===== src/rtl/mem_access_unit.sv =====
// MEM-stage load/store unit: req/gnt/rvalid data-bus master with alignment and load extension.
// Optional bus-timeout watchdog enabled by defining MEM_TIMEOUT_EN.
module mem_access_unit #(
   parameter int unsigned TIMEOUT = 16,
   parameter int unsigned CNT_W   = 5
) (
   input  logic        clk,
   input  logic        rst_n,
   input  logic        memread_MEM,
   input  logic        memwrite_MEM,
   input  logic [2:0]  funct3_MEM,
   input  logic [31:0] alu_out_MEM,
   input  logic [31:0] store_data_MEM,
   output logic        dmem_req,
   output logic        dmem_we,
   output logic [31:0] dmem_addr,
   output logic [3:0]  dmem_be,
   output logic [31:0] dmem_wdata,
   input  logic        dmem_gnt,
   input  logic        dmem_rvalid,
   input  logic [31:0] dmem_rdata,
   output logic [31:0] dataread_MEM,
   output logic        mem_stall,
   output logic        misalign_MEM,
   output logic        bus_err_MEM
);

   localparam int unsigned XLEN = 32;
   localparam int unsigned BEW  = XLEN / 8;

   localparam logic [2:0] F3_B  = 3'b000;
   localparam logic [2:0] F3_H  = 3'b001;
   localparam logic [2:0] F3_W  = 3'b010;
   localparam logic [2:0] F3_BU = 3'b100;
   localparam logic [2:0] F3_HU = 3'b101;

   // The counter must be able to represent TIMEOUT.
   if ((64'd1 << CNT_W) <= 64'(TIMEOUT)) begin : g_cnt_w_check
      $error("mem_access_unit: CNT_W too narrow for TIMEOUT");
   end

   typedef enum logic [1:0] {
      S_IDLE   = 2'd0,
      S_REQ    = 2'd1,
      S_WAIT_R = 2'd2,
      S_DONE   = 2'd3
   } state_e;

   state_e            state_q, state_d;
   logic              req_q, req_d;
   logic              we_q, we_d;
   logic [XLEN-1:0]   addr_q, addr_d;
   logic [BEW-1:0]    be_q, be_d;
   logic [XLEN-1:0]   wdata_q, wdata_d;
   logic [XLEN-1:0]   rdres_q, rdres_d;
   logic              misalign_q, misalign_d;
   logic              bus_err_q, bus_err_d;
   logic [1:0]        off_q, off_d;
   logic [2:0]        f3_q, f3_d;

   logic              op_c;
   logic              aligned_c;
   logic [1:0]        off_c;
   logic [BEW-1:0]    be_c;
   logic [XLEN-1:0]   wdata_c;
   logic [XLEN-1:0]   shifted_c;
   logic [XLEN-1:0]   load_c;
   logic              expire_c;

`ifdef MEM_TIMEOUT_EN
   logic [CNT_W-1:0]  cnt_q, cnt_d;

   assign expire_c = (cnt_q >= CNT_W'(TIMEOUT - 1));
`else
   assign expire_c = 1'b0;
`endif

   assign op_c  = memread_MEM | memwrite_MEM;
   assign off_c = alu_out_MEM[1:0];

   // Alignment check, byte enables and lane-replicated store data.
   always_comb begin
      aligned_c = 1'b0;
      be_c      = '0;
      wdata_c   = store_data_MEM;
      case (funct3_MEM)
         F3_B, F3_BU: begin
            aligned_c = 1'b1;
            be_c      = BEW'(4'b0001 << off_c);
            wdata_c   = {4{store_data_MEM[7:0]}};
         end
         F3_H, F3_HU: begin
            aligned_c = ~off_c[0];
            be_c      = BEW'(4'b0011 << off_c);
            wdata_c   = {2{store_data_MEM[15:0]}};
         end
         F3_W: begin
            aligned_c = (off_c == 2'b00);
            be_c      = 4'b1111;
         end
         default: begin
            aligned_c = 1'b0;
         end
      endcase
   end

   // Lane select and sign/zero extension of the returned word.
   always_comb begin
      shifted_c = dmem_rdata >> {off_q, 3'b000};
      case (f3_q)
         F3_B:    load_c = {{24{shifted_c[7]}}, shifted_c[7:0]};
         F3_BU:   load_c = {24'h0, shifted_c[7:0]};
         F3_H:    load_c = {{16{shifted_c[15]}}, shifted_c[15:0]};
         F3_HU:   load_c = {16'h0, shifted_c[15:0]};
         default: load_c = dmem_rdata;
      endcase
   end

   // Next-state and registered-output logic.
   always_comb begin
      state_d    = state_q;
      req_d      = req_q;
      we_d       = we_q;
      addr_d     = addr_q;
      be_d       = be_q;
      wdata_d    = wdata_q;
      rdres_d    = rdres_q;
      off_d      = off_q;
      f3_d       = f3_q;
      misalign_d = 1'b0;
      bus_err_d  = 1'b0;
      mem_stall  = 1'b0;
`ifdef MEM_TIMEOUT_EN
      cnt_d      = cnt_q;
`endif

      unique case (state_q)
         S_IDLE: begin
            if (op_c) begin
               mem_stall = 1'b1;
               if (aligned_c) begin
                  state_d = S_REQ;
                  req_d   = 1'b1;
                  we_d    = memwrite_MEM & ~memread_MEM;
                  addr_d  = {alu_out_MEM[31:2], 2'b00};
                  be_d    = be_c;
                  wdata_d = wdata_c;
                  off_d   = off_c;
                  f3_d    = funct3_MEM;
`ifdef MEM_TIMEOUT_EN
                  cnt_d   = '0;
`endif
               end else begin
                  state_d    = S_DONE;
                  misalign_d = 1'b1;
                  rdres_d    = '0;
               end
            end
         end

         S_REQ: begin
            mem_stall = 1'b1;
`ifdef MEM_TIMEOUT_EN
            cnt_d     = cnt_q + CNT_W'(1);
`endif
            if (dmem_gnt) begin
               req_d   = 1'b0;
               state_d = we_q ? S_DONE : S_WAIT_R;
            end else if (expire_c) begin
               req_d     = 1'b0;
               bus_err_d = 1'b1;
               rdres_d   = '0;
               state_d   = S_DONE;
            end
         end

         S_WAIT_R: begin
            mem_stall = 1'b1;
`ifdef MEM_TIMEOUT_EN
            cnt_d     = cnt_q + CNT_W'(1);
`endif
            if (dmem_rvalid) begin
               rdres_d = load_c;
               state_d = S_DONE;
            end else if (expire_c) begin
               bus_err_d = 1'b1;
               rdres_d   = '0;
               state_d   = S_DONE;
            end
         end

         S_DONE: begin
            state_d = S_IDLE;
         end
      endcase
   end

   always_ff @(posedge clk) begin
      if (!rst_n) begin
         state_q    <= S_IDLE;
         req_q      <= 1'b0;
         we_q       <= 1'b0;
         addr_q     <= '0;
         be_q       <= '0;
         wdata_q    <= '0;
         rdres_q    <= '0;
         off_q      <= '0;
         f3_q       <= '0;
         misalign_q <= 1'b0;
         bus_err_q  <= 1'b0;
      end else begin
         state_q    <= state_d;
         req_q      <= req_d;
         we_q       <= we_d;
         addr_q     <= addr_d;
         be_q       <= be_d;
         wdata_q    <= wdata_d;
         rdres_q    <= rdres_d;
         off_q      <= off_d;
         f3_q       <= f3_d;
         misalign_q <= misalign_d;
         bus_err_q  <= bus_err_d;
      end
   end

`ifdef MEM_TIMEOUT_EN
   always_ff @(posedge clk) begin
      if (!rst_n) begin
         cnt_q <= '0;
      end else begin
         cnt_q <= cnt_d;
      end
   end
`endif

   assign dmem_req     = req_q;
   assign dmem_we      = we_q;
   assign dmem_addr    = addr_q;
   assign dmem_be      = be_q;
   assign dmem_wdata   = wdata_q;
   assign dataread_MEM = rdres_q;
   assign misalign_MEM = misalign_q;
   assign bus_err_MEM  = bus_err_q;

endmodule


===== config.mk =====
export PLATFORM = sky130hd
export DESIGN_NAME = mem_access_unit
export DESIGN_NICKNAME = d
export VERILOG_FILES = /design/src/rtl/mem_access_unit.sv
export SDC_FILE = /design/constraint.sdc
export NUM_CORES = 1
export LEC_CHECK = 0
export CORE_ASPECT_RATIO = 1.2
export CORE_MARGIN = 3
export CORE_UTILIZATION = 39
export CTS_CLUSTER_SIZE = 25
export DETAILED_ROUTE_END_ITERATION = 7
export GPL_TIMING_DRIVEN = 0
export HOLD_SLACK_MARGIN = 0.08
export PLACE_DENSITY = 0.77
export REMOVE_ABC_BUFFERS = 1
export SYNTH_ARGS = -nofsm -noshare
export SYNTH_HDL_FRONTEND = slang
export SYNTH_SLANG_ARGS = --single-unit

===== constraint.sdc =====
create_clock -name clk -period 1.8 [get_ports clk]
set_input_delay 0.36 -clock clk [delete_from_list [all_inputs] [get_ports clk]]
set_output_delay 0.36 -clock clk [all_outputs]
set_load 0.02 [all_outputs]

======== Word level (Yosys, flattened, before mapping) ========
Index checks and enable logic that the tools add are counted.
cells by class
  bitwise operators ....................... 4
  shift operators ......................... 3
  muxes and demuxes ....................... 21
  eq/ne operators ......................... 15
  reduce and logical (&&, ||, !) cells .... 14
operators by type and width
  cell                   count
  $pmux W32 S2           2
  $pmux W32 S4           1
  $mux W32               3
  $shr A32 B5 Y16        1
  $eq A3 B3 Y1 const B   4
  $pmux W4 S3            1
  $ne A2 B2 Y1 const B   5
  $reduce_and A3 Y1      3
  $mux W2                4
  $pmux W2 S4            1
  $reduce_and A4 Y1      2
  $eq A3 B1 Y1 const B   2
  $logic_not A3 Y1       2
  $mux W1                6
  $reduce_or A2 Y1       3
  $eq A2 B2 Y1 const B   2
  $logic_not A2 Y1       2
  $pmux W1 S2            2
  $reduce_bool A2 Y1     2
  $shl A1 B2 Y4 const A  1
  $shl A2 B2 Y4 const A  1
  $eq A3 B2 Y1 const B   1
  $pmux W1 S3            1
  $eq A2 B1 Y1 const B   1
  3 further kinds        4
word-level totals
  register bits ........................... 108

======== Logic depth before layout (Yosys ltp) ========
  depth in word-level cells ............... 6
  mapped depth ............................ 10

======== Worst setup path before layout ========
No wires, ideal clock.
  path kind ............................... register to register
  from .................................... reg state_q[0]
  to ...................................... reg be_q[2] (netlist: dmem_be[2])
  cell stages (with the launch flop) ...... 10
  path buffers ............................ 3
  setup time .............................. 119 ps
  data arrival time ....................... 1747 ps
  clock period less this slack ............ 1865 ps
  setup slack ............................. -65 ps
  cells stage by stage .................... dfxtp_1 inv_1 ha_1 clkbuf_1 o21a_1 o21a_1 buf_2 buf_2 o21ai_0 o221a_2
on the way
  longest elaborated chain between the ends .. 2
ends and longest elaborated chain
  what                                RTL line  text
  start, declared                     49        state_e state_q, state_d;
  start signal, assigned              212       state_q <= state_d;
  $logic_not A2 Y1                    137       unique case (state_q)
  $reduce_and A3 Y1 (no source line)  -
  end signal, assigned                204       be_q <= '0;
  end signal, assigned                216       be_q <= be_d;
  end, declared                       53        logic [BEW-1:0] be_q, be_d;
Every way passes these cells.
A chain may end at the register's enable or synchronous reset.

======== Final worst setup path ========
  from .................................... reg state_q[0]
  to ...................................... reg rdres_q[10] (netlist: dataread_MEM[10])
on the way
  longest elaborated chain between the ends .. 3
  elaborated cells between the ends (all ways) .. 8
  classes of those cells .................. eq/ne (4); mux (1); reduce/logical (3)
ends and longest elaborated chain
  what                                                                        RTL line  text
  $eq A2 B2 Y1 / $logic_not A2 Y1 (equally long branches)                     137
  $ne A2 B2 Y1 (no source line) / $reduce_bool A2 Y1 (equally long branches)  -
  $reduce_and A4 Y1 (no source line)                                          -
  end signal, assigned                                                        218       rdres_q <= rdres_d;
  end, declared                                                               55        logic [XLEN-1:0] rdres_q, rdres_d;
Parallel ways exist; a longest one is shown, timed or not.

==> impl_metrics.toml <==
[yosys]
syn_area_um2 = 4960
yosys_warnings = 0
synth_ff_type = "dfxtp_1"
synth_cell_types = 52
async_flop_share_pct = 0
yosysSeqAreaShare_pct = 43.5
ys_ff_latch = 108
syn_area_per_cell_um2 = 8.59
synth_edf_count = 0
synthCells = 578

[route]
totalWireLength_mm = 18.0
viasPerCell = 5.57
drt_pass1_iterations = 5
wl_met3_mm = 1.57
routed.top_layer = "met4"
drc = 0
routedWlPerCell_um = 19.0
ant_nets = 0
first_iter_violations = 252
drt-met1-wl_mm = 6.87
via_count = 5290
wl_met2_mm = 9.12

[grt]
grt_pass1_wl_mm = 25.5
antenna_found_initial = 1
grt_remaining_overflow = 0
grt_usage_pct = 22.8
grt_max_degree = 46
grt_pass1_vias = 5137

[timing]
rsz0062_at_grt = "true"
finalHoldViolations = 0
skew_ns = 0.00542
hold_ws_ns = 0.321
worstMarginPinSlew_ns = 0.647
setup_violations = 2
drv_slew = 0
post-route-min-period_ns = 1.81
maxSlewHeadroom_pct = 56.7
timing.final.ws_setup_ns = -0.0111
min_period_over_period_pct = 101
fmax_mhz = 552

[critical_path]
cp.arrival_ns = 2.10
r2r_slack_ns = -0.01
cpPeakStageDelay_ns = 0.43
critPathCaptureType = "flop"
worstPathRequired_ns = 2.09
slowest_stage = "a211o_4"
path_cells = "inv_8, ha_4, buf_4, a211o_4, a2111oi_4, a221o_1"
setup.worst_path.class = "reg -> reg"
worst_setup_path_start_kind = "flop"
crit_fanout = 7

[run_status]
violations = "setup timing"
status = "finished, violations left"

[worst_hold_path]
hold_class = "in -> reg"

[floorplan]
die_area_um2 = 14100
dieHeight_um = 130
num_rows = 44
die_w_um = 109
num_io_pins = 210
initial_core_util_pct = 40.4
coreArea_um2 = 12300

[layout]
nets = 893
fin_util_pct = 65.0
n_fill_cell = 967
multiInputGateArea_um2 = 2870
drive_above_1_share_pct = 13.5
seqCellArea_um2 = 2180
area_growth_pct = 60.8
design_area_um2 = 7980

[clock_network]
cts_root_buf = "clkbuf_16"
clkLatencyLatePin_ns = 0.34
cts.sinks = 108
cts_inserted_buffers = 9
ctsHoldBuffers = 0
cts_tree = "done"
htree_levels = 3
clkTransAtPathRegs_ns = 0.07
cts_max_path_buffers = 2

[place]
dp_hpwl_mm = 11.1
pre_cts_ws_ns = -1.96
gp_congestion = 0.846
dpl_cell_area_um2 = 7100
io_buffer_count = 206

[flow_run]
maxCapViolations = 0

[pwr]
p_total_uw = 8770
vdd_drop_max_uv = 726
power_density_nw_per_um2 = 1100
leakage_uw = 0.00288
final timing paths:
path	startpoint	end	cells past startpoint
max	state_q[0]	dataread_MEM[10]	6
min	alu_out_MEM[1]	off_q[1]	3
max reg2reg	state_q[0]	dataread_MEM[10]	6
min reg2reg	dmem_wdata[30]	dmem_wdata[30]	2
where the power goes:
group	switching (uW)	internal [uW]	total (uW)
Sequential	268	2750	3020
Combinational	1990	1680	3670
Clock	870	1210	2080
Total	3130	5640	8770
metal layers:
metal	track usage (%)	vias up
li1	-	2487
met1	25.9	2509
met2	40.3	259
met3	6.28	35
met4	8.69	0
met5	0	-
cell usage after synthesis (all sizes together), types with 8 or more instances:
master	n	area share, %
a21oi	57	5.8
a221o	25	5.0
nand2	128	9.7
buf	18	2.0
nor2	31	2.4
clkbuf	31	2.3
mux2	10	2.3
a311oi	8	1.4
o21ai	25	2.5
dfxtp	108	44
and2	16	2.0
mux2i	27	5.4
a211oi	13	2.0
state kept, by name (all words and copies together), names as in the netlist:
signal / count
dataread_MEM: 32
state_q: 2
dmem_wdata: 32
off_q: 2
dmem_we: 1
f3_q: 3
dmem_req: 1
dmem_addr: 30
misalign_MEM: 1
dmem_be: 4
metrics by stage:
step | TNS [ns] | cells
after floorplan | -94.81 | 531
after global placement | -347.64 | 898
after detailed placement | -181.10 | 901
after CTS | -0.206 | 933
after global routing | -0.592 | 949
final | -0.0142 | 949
what timing repair did:
action                                  CTS  global route
gates resized for setup                  62            37
pin swaps                                 5             9
setup buffers                            15            13
cloned                                    2             2
endpoints found under the setup margin  109            85
worst max-delay path, delay by kind of cell (launching register included):
family / cells / cell delay [ns]
compound gates: 3 / 0.99
flops: 1 / 0.39
buf+inv: 2 / 0.22
fa+ha+maj: 1 / 0.15
cells by family after synthesis:
group	count (synthesis)	synth area share (%)
fa+ha+maj	5	1.26
compound gates	173	24.6
flops	108	43.5
simple gates	196	17.4
other cells	1	0.0755
mux	38	8.17
buf+inv	57	4.99
cells in the final DEF, fill, tap and decap left out, drive strengths merged, types with 2 or more instances in the layout:
cell	synthesis	routed
nand2b	5	5
a21oi	57	57
nor2	31	31
and2	16	16
inv	7	7
a2bb2oi	5	5
a221o	25	25
nor4	3	3
a31oi	2	2
buf	18	35
dfxtp	108	108
nor2b	4	4
conb	1	3
dlygate4sd2	0	2
mux2	10	10
bufinv	0	2
nand2	128	128
a311oi	8	8
a2111oi	7	7
ha	5	5
o2bb2ai	5	5
nor3	3	3
o22ai	4	4
o21ai	25	26
a211oi	13	13
clkbuf	31	12
nor3b	2	2
clkdlybuf4s50	0	193
clkinv	1	3
o21a	3	6
a221oi	2	2
a22oi	7	7
dlymetal6s2s	0	5
mux2i	27	27
nand3	2	2
cell type report:
type                            count  share of cell area [%]
Multi-Input combinational cell    419                    36.0
Inverter                            8                   0.533
Timing Repair Buffer              237                    29.8
Sequential cell                   108                    27.3
Clock buffer                       10                    2.87
Tap cell                          161                    2.52
Antenna cell                        1                  0.0314
Clock inverter                      5                   0.972
(Power assumes the default switching activity.)
